## config.mk

```make
export PLATFORM = sky130hd
export DESIGN_NAME = cache_miss_ctrl
export DESIGN_NICKNAME = d
export VERILOG_FILES = /design/src/rtl/cache_miss_ctrl.sv
export SDC_FILE = /design/constraint.sdc
export NUM_CORES = 1
export LEC_CHECK = 0
export ABC_AREA = 0
export BUFFER_PORTS_ARGS = -buffer_cell sky130_fd_sc_hd__buf_4
export CAP_MARGIN = 20
export CORE_MARGIN = 2
export CORE_UTILIZATION = 52
export DETAILED_ROUTE_END_ITERATION = 16
export MAX_ROUTING_LAYER = met4
export PLACE_DENSITY = 0.86
export SLEW_MARGIN = 30
export SYNTH_ARGS = -nofsm -noshare
export SYNTH_HDL_FRONTEND = slang
export SYNTH_SLANG_ARGS = --single-unit
```

## constraint.sdc

```tcl
create_clock -name clk -period 2.4 [get_ports clk]
set_input_delay 0.24 -clock clk [delete_from_list [all_inputs] [get_ports clk]]
set_output_delay 0.24 -clock clk [all_outputs]
set_load 0.005 [all_outputs]
```

## src/rtl/cache_miss_ctrl.sv

```systemverilog
// Miss-handling controller for a 2-way set-associative, write-back cache.
// Sequences tag compare, dirty-victim writeback, line refill and tag update,
// and drives the tag/line/status array strobes and the word-wide memory port.
module cache_miss_ctrl #(
    parameter int ADDR_W  = 32,
    parameter int INDEX_W = 6,
    parameter int WORD_W  = 2,
    localparam int TAG_W  = ADDR_W - INDEX_W - WORD_W - 2
) (
    input  logic              clk,
    input  logic              rst_n,
    input  logic              cpu_req,
    input  logic              cpu_we,
    input  logic [ADDR_W-1:0] cpu_addr,
    input  logic [1:0]        hit,
    input  logic [1:0]        valid,
    input  logic [1:0]        dirty,
    input  logic              victim,
    input  logic [TAG_W-1:0]  victim_tag,
    input  logic              mem_ack,
    output logic              busy,
    output logic              compare_en,
    output logic              cpu_ready,
    output logic              way_sel,
    output logic              line_we,
    output logic [WORD_W-1:0] line_word,
    output logic              tag_we,
    output logic              dirty_set,
    output logic              mem_req,
    output logic              mem_we,
    output logic [ADDR_W-1:0] mem_addr
);

    typedef enum logic [2:0] {
        S_IDLE,
        S_COMPARE,
        S_WRITEBACK,
        S_ALLOCATE,
        S_UPDATE
    } state_t;

    localparam logic [WORD_W-1:0] CNT_LAST = '1;

    state_t              state;
    logic [WORD_W-1:0]   cnt;
    logic [ADDR_W-1:2]   addr_q;
    logic                we_q;
    logic                vic_q;
    logic [TAG_W-1:0]    vtag_q;

    logic [TAG_W-1:0]    req_tag;
    logic [INDEX_W-1:0]  req_index;

    // Byte offset never reaches the controller; memory traffic is word-aligned.
    logic                unused_byte_offset;
    assign unused_byte_offset = ^cpu_addr[1:0];

    assign req_tag   = addr_q[ADDR_W-1 -: TAG_W];
    assign req_index = addr_q[WORD_W+2 +: INDEX_W];

    // State sequencing, refill/writeback word counter and request/victim latches.
    always_ff @(posedge clk or negedge rst_n) begin
        if (!rst_n) begin
            state  <= S_IDLE;
            cnt    <= '0;
            addr_q <= '0;
            we_q   <= 1'b0;
            vic_q  <= 1'b0;
            vtag_q <= '0;
        end else begin
            case (state)
                S_IDLE: begin
                    if (cpu_req) begin
                        addr_q <= cpu_addr[ADDR_W-1:2];
                        we_q   <= cpu_we;
                        state  <= S_COMPARE;
                    end
                end
                S_COMPARE: begin
                    if (hit == 2'b00) begin
                        vic_q  <= victim;
                        vtag_q <= victim_tag;
                        cnt    <= '0;
                        state  <= (valid[victim] & dirty[victim]) ? S_WRITEBACK : S_ALLOCATE;
                    end else begin
                        state <= S_IDLE;
                    end
                end
                S_WRITEBACK: begin
                    if (mem_ack) begin
                        cnt <= cnt + 1'b1;
                        if (cnt == CNT_LAST) state <= S_ALLOCATE;
                    end
                end
                S_ALLOCATE: begin
                    if (mem_ack) begin
                        cnt <= cnt + 1'b1;
                        if (cnt == CNT_LAST) state <= S_UPDATE;
                    end
                end
                S_UPDATE: begin
                    state <= S_COMPARE;
                end
                default: begin
                    state <= S_IDLE;
                end
            endcase
        end
    end

    // Output decode: hit completion and refill strobes follow hit/mem_ack in the same cycle.
    always_comb begin
        busy       = (state != S_IDLE);
        compare_en = (state == S_COMPARE);
        cpu_ready  = 1'b0;
        dirty_set  = 1'b0;
        way_sel    = 1'b0;
        line_we    = 1'b0;
        line_word  = cnt;
        tag_we     = 1'b0;
        mem_req    = 1'b0;
        mem_we     = 1'b0;
        mem_addr   = '0;
        case (state)
            S_COMPARE: begin
                line_word = addr_q[WORD_W+1:2];
                if (hit != 2'b00) begin
                    cpu_ready = 1'b1;
                    dirty_set = we_q;
                    way_sel   = ~hit[0];
                end
            end
            S_WRITEBACK: begin
                way_sel  = vic_q;
                mem_req  = 1'b1;
                mem_we   = 1'b1;
                mem_addr = {vtag_q, req_index, cnt, 2'b00};
            end
            S_ALLOCATE: begin
                way_sel  = vic_q;
                mem_req  = 1'b1;
                line_we  = mem_ack;
                mem_addr = {req_tag, req_index, cnt, 2'b00};
            end
            S_UPDATE: begin
                way_sel = vic_q;
                tag_we  = 1'b1;
            end
            default: begin
            end
        endcase
    end

endmodule

```

==> reports/results.ini <==
[critical_path]
worstPathMaxFanout=8
criticalPathCategory=reg2out
slowest_stage=nor3b_1
required_ns=2.16
critPathLaunchType=flip-flop
cp_common_cell=buf_4
slowest_delay_ns=0.53
worst-path-stages=4
reg2reg_from=state[1]$_DFFE_PN0P_
end_kind=primary output
reg2reg_depth=3
arrival_ns=1.95
path_buf_inv=2
critical-path-top-delay-family=simple AND/OR/NAND/NOR gates
startpoint=state[0]$_DFFE_PN0P_
crit_chain=buf_4, nor3b_1, mux2_2, buf_4

[synth]
synth_top_area_cell=dfrtp_1
syn_inst=220
synth.area.top_cells=dfrtp_1 52%, mux2_1 12%, mux2_2 10%
ys_types=28
synth-seq-cells=59
ys_seq_area_share_pct=52.49
synth-async-reset-ratio_pct=100.0
synth_edf_count=0
syn_area_um2=2813
synth_flop_cell=dfrtp_1
synth_top_area_share_pct=52.49
syn_area_per_cell_um2=12.78
yosysWarnings=0

[timing]
fin_crit_ns=2.185
max_freq_ghz=0.4576
fin_tns_setup_ns=0
rsz0062_at_grt=no
worstMarginPinSlew_ns=0.7275
period_share_pct=91.05
finalHoldViolCount=28
fin_skew_ns=0.005700
setup_viol=0
whs_ns=-0.02326
maxSlewViolCount=0
slew_headroom_pct=51.50

[grt]
grt_max_degree=60
antenna_found_initial=0
grt_usage_pct=22.13
grt_pass1_vias=2163
grt_pass1_wl_um=10100
grt.overflow.total=0

[routing]
drtIter0Drc=94
ant_nets=0
wl_per_cell_um=15.20
viasPerCell=5.105
vias=2042
drc=0
totalWireLength_um=6079
dr.pass1.iters=4

[final_layout]
drive_above_1_share_pct=45.45
syn_to_final_growth_pct=35.14
mostFrequentLayoutCells=107 x buf_4, 59 x dfrtp_1, 30 x mux2_1
insertedDiodeCount=0
postLayoutCoreUtil_pct=73.49
stdcell_area_um2=3801
layout.nets=392
layoutNonFillerInstCount=400
layout_commonest_cell=buf_4

[floorplanning]
fp.dieArea_um2=6013
core_um2=5172
row_count=26
die_w_um=77.55
die_y_um=77.55
top_level_ports=109
start_util_pct=54.38

[power_and_ir_drop]
p_leak_nw=1.849
powerDensity_nw_per_um2=1226
peakVddDrop_mv=0.7965

[cts]
clk_pin_slew_worst_paths_ns=0.06
postCtsSetupBuffers=0
cts_made_buffers=9
clock_path_buffers=2
cts-htree-levels=3
cts_tree=yes
hold_buffers=0
clk_root_buffer_cell=clkbuf_8
clock-sinks=59
clk_latency_ns=0.32
cts-resized-gates=0

[flow_run]
drv_cap=0

[place]
dp.cells=384
portBuffers=104
dp_hpwl_um=4299
globalplace.congestion=0.8449
placed_area_um2=3628

[run_status]
status=complete, but fails checks
violations=negative hold slack

[hold_path]
min_path_type=in2async

==> logic make-up (layout without fill, tap and decap cells) <==
| group | after synthesis | in the layout | synth area share [%] |
|---|---|---|---|
| adder cells (fa/ha/maj) | 1 | 1 | 0.4448 |
| multiplexers | 78 | 78 | 30.25 |
| flip-flops | 59 | 59 | 52.49 |
| buffers and inverters | 17 | 126 | 3.781 |
| AO/OA/AOI/OAI | 11 | 11 | 2.536 |
| AND/OR/NAND/NOR | 53 | 53 | 10.36 |
| other | 1 | 2 | 0.1333 |
==> flip-flops by register name (all words and copies together) (netlist names) <==
signal and count:
state 3, we_q 1, cnt 2, vic_q 1, vtag_q 22, addr_q 30
==> path summary, 6_finish.rpt <==
kind	slack, ns	endpoint
max in group asynchronous	1.94	vtag_q[7]$_DFFE_PN0P_
worst max-delay path	0.21	line_word[1]
worst min-delay path	-0.02	vtag_q[16]$_DFFE_PN0P_
worst max register to register	0.48	addr_q[14]$_DFFE_PN0P_
min in group clk	0.14	addr_q[3]$_DFFE_PN0P_
worst min register to register	0.47	addr_q[4]$_DFFE_PN0P_
==> routing by layer <==
metal	share of wire (%)	track usage, %
met1	41	26.14
met2	53	36.70
met5	0	-
met4	2.3	10.89
met3	3.5	3.953
==> where the power goes <==
| group | internal [mW] | leakage (nW) | switching [mW] |
|---|---|---|---|
| combinational | 1.23 | 1.05 | 0.891 |
| sequential | 1.49 | 0.709 | 0.270 |
| clock | 0.429 | 0.0905 | 0.346 |
| total | 3.15 | 1.85 | 1.51 |
==> cells in the mapped netlist, types with 2 or more instances <==
| master | instances |
|---|---|
| and2_1 | 9 |
| and3_1 | 2 |
| buf_2 | 4 |
| buf_4 | 4 |
| buf_6 | 3 |
| clkbuf_1 | 4 |
| dfrtp_1 | 59 |
| inv_1 | 2 |
| mux2_1 | 30 |
| mux2_2 | 26 |
| mux2i_1 | 22 |
| nand2_1 | 6 |
| nand2b_1 | 2 |
| nand3_1 | 3 |
| nor2_1 | 24 |
| nor3b_1 | 3 |
| o21ai_0 | 6 |
==> layout make-up <==
cell class | instances | area, µm²
Multi-Input combinational cell | 145 | 1234
Fill cell | 388 | 1371
Inverter | 2 | 7.507
Sequential cell | 59 | 1476
Clock inverter | 2 | 10.01
Clock buffer | 14 | 162.7
Timing Repair Buffer | 108 | 823.3
Tap cell | 70 | 87.58
==> metrics by stage <==
step / hold slack, ns / power (mW) / setup WS [ns]
floorplan: -0.05559 / 3.008 / 0.7836
global placement: 0.3516 / 3.834 / 0.4902
detailed placement: 0.3521 / 3.920 / 0.4782
CTS: 0.008626 / 4.720 / 0.1710
global route: 0.03659 / 5.002 / 0.03327
finish: -0.02326 / 4.659 / 0.2148
Note: power is estimated with default switching activity, not from simulation.
